===== src/rtl/gfx_pkg.sv =====
// Shared types and helpers for the chart sequencer and note lanes.
package gfx_pkg;

    localparam logic [1:0] NOTE_NONE = 2'b00;
    localparam logic [1:0] NOTE_TAIL = 2'b01;
    localparam logic [1:0] NOTE_HEAD = 2'b10;

    localparam int unsigned MAX_WORD_W = 64;

    typedef enum logic [2:0] {
        S_IDLE,
        S_PRIME,
        S_PLAY,
        S_PAUSED,
        S_DRAIN,
        S_DONE
    } seq_state_t;

    // Lane k code of a chart word; the reserved code 11 reads as no note.
    function automatic logic [1:0] chart_lane_code(input logic [MAX_WORD_W-1:0] word,
                                                   input int unsigned k);
        logic [MAX_WORD_W-1:0] shifted;
        logic [1:0] code;
        shifted = word >> (2 * k);
        code = shifted[1:0];
        case (code)
            NOTE_HEAD, NOTE_TAIL: return code;
            default:              return NOTE_NONE;
        endcase
    endfunction

endpackage


===== src/rtl/chart_sequencer_if.sv =====
// Chart ROM read port and lane drop bus between the sequencer and its neighbours.
interface chart_sequencer_if #(
    parameter int unsigned NUM_LANES = 5,
    parameter int unsigned ADDR_W    = 12
);
    logic [ADDR_W-1:0]      chart_addr;
    logic [2*NUM_LANES:0]   chart_data;
    logic                   scroll_tick;
    logic [2*NUM_LANES-1:0] drop_note;

    modport master (
        output chart_addr,
        output scroll_tick,
        output drop_note,
        input  chart_data
    );

    modport slave (
        input  chart_addr,
        input  scroll_tick,
        input  drop_note,
        output chart_data
    );
endinterface


===== src/rtl/chart_sequencer_scroll_timer.sv =====
// Scroll step divider: counts 0..TICK_DIV-1 while enabled, flags the last count.
module scroll_timer #(
    parameter int unsigned TICK_DIV = 400000
) (
    input  logic clk,
    input  logic rst_n,
    input  logic en,
    input  logic clr,
    output logic tc
);
    localparam int unsigned CNT_W = $clog2(TICK_DIV);
    localparam logic [CNT_W-1:0] LAST = CNT_W'(TICK_DIV - 1);

    logic [CNT_W-1:0] count;

    always_ff @(posedge clk) begin
        if (!rst_n || clr) begin
            count <= '0;
        end else if (en) begin
            count <= tc ? '0 : count + 1'b1;
        end
    end

    assign tc = (count == LAST);
endmodule


===== src/rtl/chart_sequencer.sv =====
// Plays a chart from ROM into the note lanes: prefetches one word per scroll step,
// emits sanitised drop codes with a scroll strobe, and drains the lanes at song end.
module chart_sequencer
    import gfx_pkg::*;
#(
    parameter int unsigned NUM_LANES   = 5,
    parameter int unsigned TICK_DIV    = 400000,
    parameter int unsigned ADDR_W      = 12,
    parameter int unsigned DRAIN_STEPS = 96
) (
    input  logic              clk,
    input  logic              rst_n,
    input  logic              start,
    input  logic              pause_toggle,
    input  logic              abort,
    chart_sequencer_if.master bus,
    output logic              song_active,
    output logic              song_done,
    output logic [ADDR_W-1:0] step_count
);
    localparam int unsigned WORD_W  = 2 * NUM_LANES + 1;
    localparam int unsigned DRAIN_W = $clog2(DRAIN_STEPS + 1);
    localparam logic [DRAIN_W-1:0] DRAIN_LAST = DRAIN_W'(DRAIN_STEPS);

    seq_state_t state, state_next;

    logic                      prime_second;
    logic [WORD_W-1:0]         prefetch;
    logic [ADDR_W-1:0]         pf_addr;
    logic [DRAIN_W-1:0]        drain_cnt;
    logic [NUM_LANES-1:0][1:0] lane_codes;
    logic                      tc;
    logic                      timer_en;
    logic                      timer_clr;
    logic                      fire;
    logic                      go_prime;
    logic                      capture;
    logic                      chart_end;

    scroll_timer #(.TICK_DIV(TICK_DIV)) u_timer (
        .clk   (clk),
        .rst_n (rst_n),
        .en    (timer_en),
        .clr   (timer_clr),
        .tc    (tc)
    );

    // pf_addr tracks the ROM address the prefetched word came from.
    assign chart_end = prefetch[WORD_W-1] || (pf_addr == '1);

    for (genvar k = 0; k < NUM_LANES; k++) begin : g_lane
        assign lane_codes[k] = chart_lane_code(MAX_WORD_W'(prefetch), k);
    end

    always_ff @(posedge clk) begin
        if (!rst_n) begin
            state <= S_IDLE;
        end else begin
            state <= state_next;
        end
    end

    // A resume from PAUSED counts as a running cycle, so a tick frozen at
    // terminal count fires on the resume edge.
    always_comb begin
        state_next = state;
        timer_en   = 1'b0;
        timer_clr  = 1'b0;
        fire       = 1'b0;
        go_prime   = 1'b0;
        capture    = 1'b0;
        if (abort) begin
            state_next = S_IDLE;
            timer_clr  = 1'b1;
        end else begin
            case (state)
                S_IDLE, S_DONE: begin
                    if (start) begin
                        state_next = S_PRIME;
                        go_prime   = 1'b1;
                        timer_clr  = 1'b1;
                    end
                end
                S_PRIME: begin
                    if (prime_second) begin
                        state_next = S_PLAY;
                        capture    = 1'b1;
                        timer_clr  = 1'b1;
                    end
                end
                S_PLAY: begin
                    if (pause_toggle) begin
                        state_next = S_PAUSED;
                    end else begin
                        timer_en = 1'b1;
                    end
                end
                S_PAUSED: begin
                    if (pause_toggle) begin
                        state_next = S_PLAY;
                        timer_en   = 1'b1;
                    end
                end
                S_DRAIN: begin
                    if (bus.scroll_tick && drain_cnt == DRAIN_LAST) begin
                        state_next = S_DONE;
                    end else begin
                        timer_en = 1'b1;
                    end
                end
                default: state_next = S_IDLE;
            endcase
            fire = timer_en && tc;
            if (fire && state != S_DRAIN && chart_end) begin
                state_next = S_DRAIN;
            end
        end
    end

    always_ff @(posedge clk) begin
        if (!rst_n) begin
            bus.chart_addr  <= '0;
            bus.scroll_tick <= 1'b0;
            bus.drop_note   <= '0;
            song_active     <= 1'b0;
            song_done       <= 1'b0;
            step_count      <= '0;
            prime_second    <= 1'b0;
            prefetch        <= '0;
            pf_addr         <= '0;
            drain_cnt       <= '0;
        end else begin
            bus.scroll_tick <= fire;
            bus.drop_note   <= '0;
            song_active     <= (state_next == S_PRIME) || (state_next == S_PLAY) ||
                               (state_next == S_PAUSED) || (state_next == S_DRAIN);
            song_done       <= (state_next == S_DONE);
            prime_second    <= (state == S_PRIME) && (state_next == S_PRIME);
            if (abort) begin
                bus.chart_addr <= '0;
                step_count     <= '0;
                prefetch       <= '0;
                pf_addr        <= '0;
                drain_cnt      <= '0;
            end else begin
                if (go_prime) begin
                    bus.chart_addr <= '0;
                    step_count     <= '0;
                    drain_cnt      <= '0;
                end
                if (capture) begin
                    prefetch       <= bus.chart_data;
                    pf_addr        <= '0;
                    bus.chart_addr <= ADDR_W'(1);
                end
                if (fire && state != S_DRAIN) begin
                    bus.drop_note <= lane_codes;
                    if (step_count != '1) begin
                        step_count <= step_count + 1'b1;
                    end
                    if (bus.chart_addr != '1) begin
                        bus.chart_addr <= bus.chart_addr + 1'b1;
                    end
                end
                if (fire && state == S_DRAIN) begin
                    drain_cnt <= drain_cnt + 1'b1;
                end
                // ROM data lags the address by one cycle, so reload after the tick.
                if (bus.scroll_tick && state == S_PLAY) begin
                    prefetch <= bus.chart_data;
                    pf_addr  <= pf_addr + 1'b1;
                end
            end
        end
    end
endmodule


===== src/flat_wrapper.sv =====
// flat-port wrapper written by rule: the top's interface ports become plain ports
module chart_sequencer_flat import gfx_pkg::*;
#(
    parameter int unsigned NUM_LANES   = 5,
    parameter int unsigned TICK_DIV    = 400000,
    parameter int unsigned ADDR_W      = 12,
    parameter int unsigned DRAIN_STEPS = 96
)
  (clk, rst_n, start, pause_toggle, abort, song_active, song_done, step_count, bus_chart_addr, bus_scroll_tick, bus_drop_note, bus_chart_data);
  chart_sequencer_if #(.NUM_LANES(NUM_LANES), .ADDR_W(ADDR_W)) bus_i ();
  input  logic clk;
  input  logic rst_n;
  input  logic start;
  input  logic pause_toggle;
  input  logic abort;
  output logic song_active;
  output logic song_done;
  output logic [ADDR_W-1:0] step_count;
  output wire logic [$bits(bus_i.chart_addr)-1:0] bus_chart_addr;
  output wire logic [$bits(bus_i.scroll_tick)-1:0] bus_scroll_tick;
  output wire logic [$bits(bus_i.drop_note)-1:0] bus_drop_note;
  input wire logic [$bits(bus_i.chart_data)-1:0] bus_chart_data;
  assign bus_chart_addr = bus_i.chart_addr;
  assign bus_scroll_tick = bus_i.scroll_tick;
  assign bus_drop_note = bus_i.drop_note;
  assign bus_i.chart_data = bus_chart_data;
  chart_sequencer #(.NUM_LANES(NUM_LANES), .TICK_DIV(TICK_DIV), .ADDR_W(ADDR_W), .DRAIN_STEPS(DRAIN_STEPS)) u_core (.clk(clk), .rst_n(rst_n), .start(start), .pause_toggle(pause_toggle), .abort(abort), .bus(bus_i), .song_active(song_active), .song_done(song_done), .step_count(step_count));
endmodule

===== config.mk =====
export PLATFORM = sky130hd
export DESIGN_NAME = chart_sequencer_flat
export DESIGN_NICKNAME = d
export VERILOG_FILES = /design/src/rtl/gfx_pkg.sv /design/src/rtl/chart_sequencer_if.sv /design/src/rtl/chart_sequencer_scroll_timer.sv /design/src/rtl/chart_sequencer.sv /design/src/flat_wrapper.sv
export SDC_FILE = /design/constraint.sdc
export NUM_CORES = 1
export LEC_CHECK = 0
export BUFFER_PORTS_ARGS = -buffer_cell sky130_fd_sc_hd__buf_2
export CAP_MARGIN = 40
export CORE_MARGIN = 1
export CORE_UTILIZATION = 58
export CTS_CLUSTER_DIAMETER = 60
export DETAILED_ROUTE_END_ITERATION = 10
export PLACE_DENSITY_LB_ADDON = 0.12
export SLEW_MARGIN = 20
export SYNTH_ARGS = -nofsm -noshare
export SYNTH_HDL_FRONTEND = slang
export SYNTH_SLANG_ARGS = --single-unit

===== constraint.sdc =====
create_clock -name clk -period 2.75 [get_ports clk]
set_input_delay 0.275 -clock clk [delete_from_list [all_inputs] [get_ports clk]]
set_output_delay 0.275 -clock clk [all_outputs]
set_load 0.1 [all_outputs]

==> flow_summary.json <==
{
  "setup-tns-final_ns": 0,
  "antenna_found_initial": 0,
  "fill_cells": 644,
  "dr_wl_met3_um": 520,
  "min_path_type": "in -> reg",
  "drc": 0,
  "crit_chain": "ha_1 > nand4b_4 > and4bb_2 > nand4_2 > or4_1 > a21oi_1",
  "grt_pass1_wl_um": 15910,
  "required_ns": 3.04,
  "path_delay_family": "simple AND/OR/NAND/NOR gates",
  "crit_fanout": 18,
  "setup_violations": 0,
  "place_hpwl_um": 6909,
  "ys.flop_type": "dfxtp_1",
  "ys_seq_area_frac": 0.4098,
  "p_leak_nw": 1.714,
  "synth_common_cells": "dfxtp_1, nand2_1, a21oi_1, nor2_1, nand3_1",
  "cp.buffers_inverters": 0,
  "dieArea_um2": 7933,
  "die_h_um": 89.07,
  "initial_core_util": 0.6030,
  "antennaDiodeCount": 0,
  "place_area_um2": 4750,
  "dr.pass1.iters": 5,
  "dr_wl_met2_um": 4465,
  "syn-num-nets": 539,
  "start_kind": "flip-flop",
  "rsz0062_at_grt": "false",
  "hold_buffers": 0,
  "status": "completed",
  "drive_gt1_frac": 0.1789,
  "grt_util_all_layers": 0.2548,
  "critPathCaptureType": "flip-flop",
  "cts_tree": "yes",
  "ys_types": 60,
  "synth_top_area_frac": 0.4098,
  "clk_pin_slew_ns": 0.10,
  "clk_latency_ns": 0.36,
  "r2r_cells": 6,
  "io-pin-count": 53,
  "initialDrtViolationCount": 241,
  "wl_per_cell_um": 14.62,
  "wl_met1_um": 4677,
  "final_nets": 587,
  "core_um2": 7292,
  "reg2reg_from": "u_core.u_timer.count[0]",
  "routed_via_density": 5.901,
  "postLayoutCellArea_um2": 4949,
  "final_hold_viol_count": 0,
  "vias": 3948,
  "pre_cts_ws_ns": 0.2531,
  "fin_ws_ns": 0.2606,
  "crit_path_top_delay_cell": "or4_1",
  "crit_type": "reg -> reg",
  "grt_pass1_vias": 3412,
  "drv_slew": 0,
  "reg2reg_to": "u_core.step_count[9]",
  "period_share": 0.9053,
  "cts_root_buf": "clkbuf_8",
  "syn2layout_area_growth_pct": 12.55,
  "cts.sinks": 90,
  "relSlewSlack": 0.6315,
  "drt-total-wl_um": 9782,
  "cp.arrival_ns": 2.78,
  "numCtsBuffers": 9,
  "routabilityCongestion": 0.8994,
  "synthArstFlopShare": 0,
  "crit_start": "u_core.u_timer.count[0]",
  "cp.depth": 6,
  "portBuffers": 52,
  "finClkSkew_ns": 0.01018,
  "worst_pin_slew_ns": 0.5389,
  "endpoint": "u_core.step_count[9]",
  "maxCapViolations": 0,
  "slowest_delay_ns": 0.62,
  "avgSynthCellArea_um2": 8.504,
  "rows": 31,
  "highest_layer": "met4",
  "cellPowerDensity_nw_per_um2": 457.4,
  "die_w_um": 89.07,
  "peakVddDrop_mv": 0.3387,
  "grt_overflow": 0,
  "yosysMostFrequentCell": "dfxtp_1",
  "clockBufferDepth": 2,
  "period_needed_ns": 2.489,
  "grt_max_degree": 37,
  "regToRegSetupSlack_ns": 0.26,
  "synthesis.area_um2": 4397,
  "synth_seq_cells": 90,
  "cts_htree_levels": 3,
  "yosysWarnings": 0,
  "hold_start": "bus_chart_data[10]",
  "netlist_instances": 517,
  "fmax_mhz": 401.7,
  "synth-edff-count": 0,
  "synthTopCellsByArea": "dfxtp_1, a21oi_1, nand2_1",
  "yosys.area.top_type": "dfxtp_1",
  "ant_nets": 0
}
-- final cells by class --
| cell class | count | area (um2) | area share |
|---|---|---|---|
| Sequential cell | 90 | 1802 | 0.3641 |
| Multi-Input combinational cell | 387 | 2426 | 0.4903 |
| Tap cell | 99 | 123.9 | 0.02503 |
| Inverter | 13 | 48.80 | 0.009861 |
| Clock inverter | 7 | 73.82 | 0.01492 |
| Clock buffer | 9 | 123.9 | 0.02503 |
| Timing Repair Buffer | 64 | 350.3 | 0.07080 |
-- cells in the final DEF, fill, tap and decap left out, types with 3 or more instances in the layout --
cell and count:
dfxtp_1 90, nand4_1 16, and4_1 4, o31ai_1 5
or4_1 11, nand3_1 23, or3_1 11, clkbuf_8 9
and3_1 11, o2111ai_1 3, a211oi_1 7, mux2i_1 6
nor4_1 4, a2111oi_2 5, nand2_1 61, nand2b_1 8
or2_2 4, nor2_1 41, xnor2_1 21, a31oi_1 5
inv_1 13, nor3_1 3, a21oi_1 47, o21ai_0 21
a21o_1 8, inv_8 3, ha_1 6, nor3b_1 11
buf_2 52, and2_1 5, buf_4 12
-- where the power goes --
group          internal (mW)  leakage [nW]  switching [mW]  total, mW
logic                 0.0236         0.895          0.0484     0.0720
registers               1.30         0.725         0.00321       1.31
clock network          0.356        0.0942           0.528      0.884
total                   1.68          1.71           0.579       2.26
-- what timing repair did --
item                                   CTS  global route
endpoints found under the hold margin    0             0
buffers inserted                         0             0
setup endpoints to repair                0            17
resized for setup                        0             1
-- registers in the layout (all words and copies together) (netlist names) --
name                    count
u_core.song_active          1
u_core.song_done            1
u_core.prefetch            11
u_core.bus.chart_addr      12
u_core.state                3
u_core.bus.scroll_tick      1
u_core.bus.drop_note       10
u_core.pf_addr             12
u_core.prime_second         1
u_core.step_count          12
u_core.drain_cnt            7
u_core.u_timer.count       19
-- stage by stage --
stage | std cells | utilization | hold WS, ns | power, mW
after floorplan | 517 | - | 0.4107 | 1.381
after global placement | 653 | 0.6513 | 0.4224 | 1.408
after detailed placement | 653 | 0.6513 | 0.4319 | 1.409
after CTS | 669 | 0.6784 | 0.1340 | 2.279
after global routing | 669 | 0.6786 | 0.1441 | 2.351
final | 669 | 0.6786 | 0.1444 | 2.263
-- worst min-delay path by stage --
stage / end / slack [ns] / cells after the start
after floorplan: u_core.bus.drop_note[1] / 0.41 / 1
after global placement: u_core.bus.drop_note[7] / 0.42 / 1
after detailed placement: u_core.bus.drop_note[9] / 0.43 / 1
after CTS: u_core.prefetch[10] / 0.13 / 3
after global routing: u_core.prefetch[7] / 0.14 / 3
final: u_core.prefetch[10] / 0.14 / 3
-- tightest hold or removal path: cells and delay by family --
kind	cells	cell delay [ns]
AOI/OAI and AO/OA	1	0.05
and+or+nand+nor	1	0.04
buffers and inverters	1	0.09
-- cell families after synthesis --
group	synth area share
xor+xnor	0.04553
compound gates	0.1799
simple gates	0.2903
mux	0.01878
buf+inv	0.03870
flops	0.4098
fa+ha+maj	0.01707
-- metal layers --
| metal | vias to the layer above | global-route usage |
|---|---|---|
| li1 | 1980 | - |
| met1 | 1830 | 0.3523 |
| met2 | 126 | 0.4140 |
| met3 | 12 | 0.03693 |
| met4 | 0 | 0.07648 |
| met5 | - | 0 |
(Power assumes the default switching activity.)
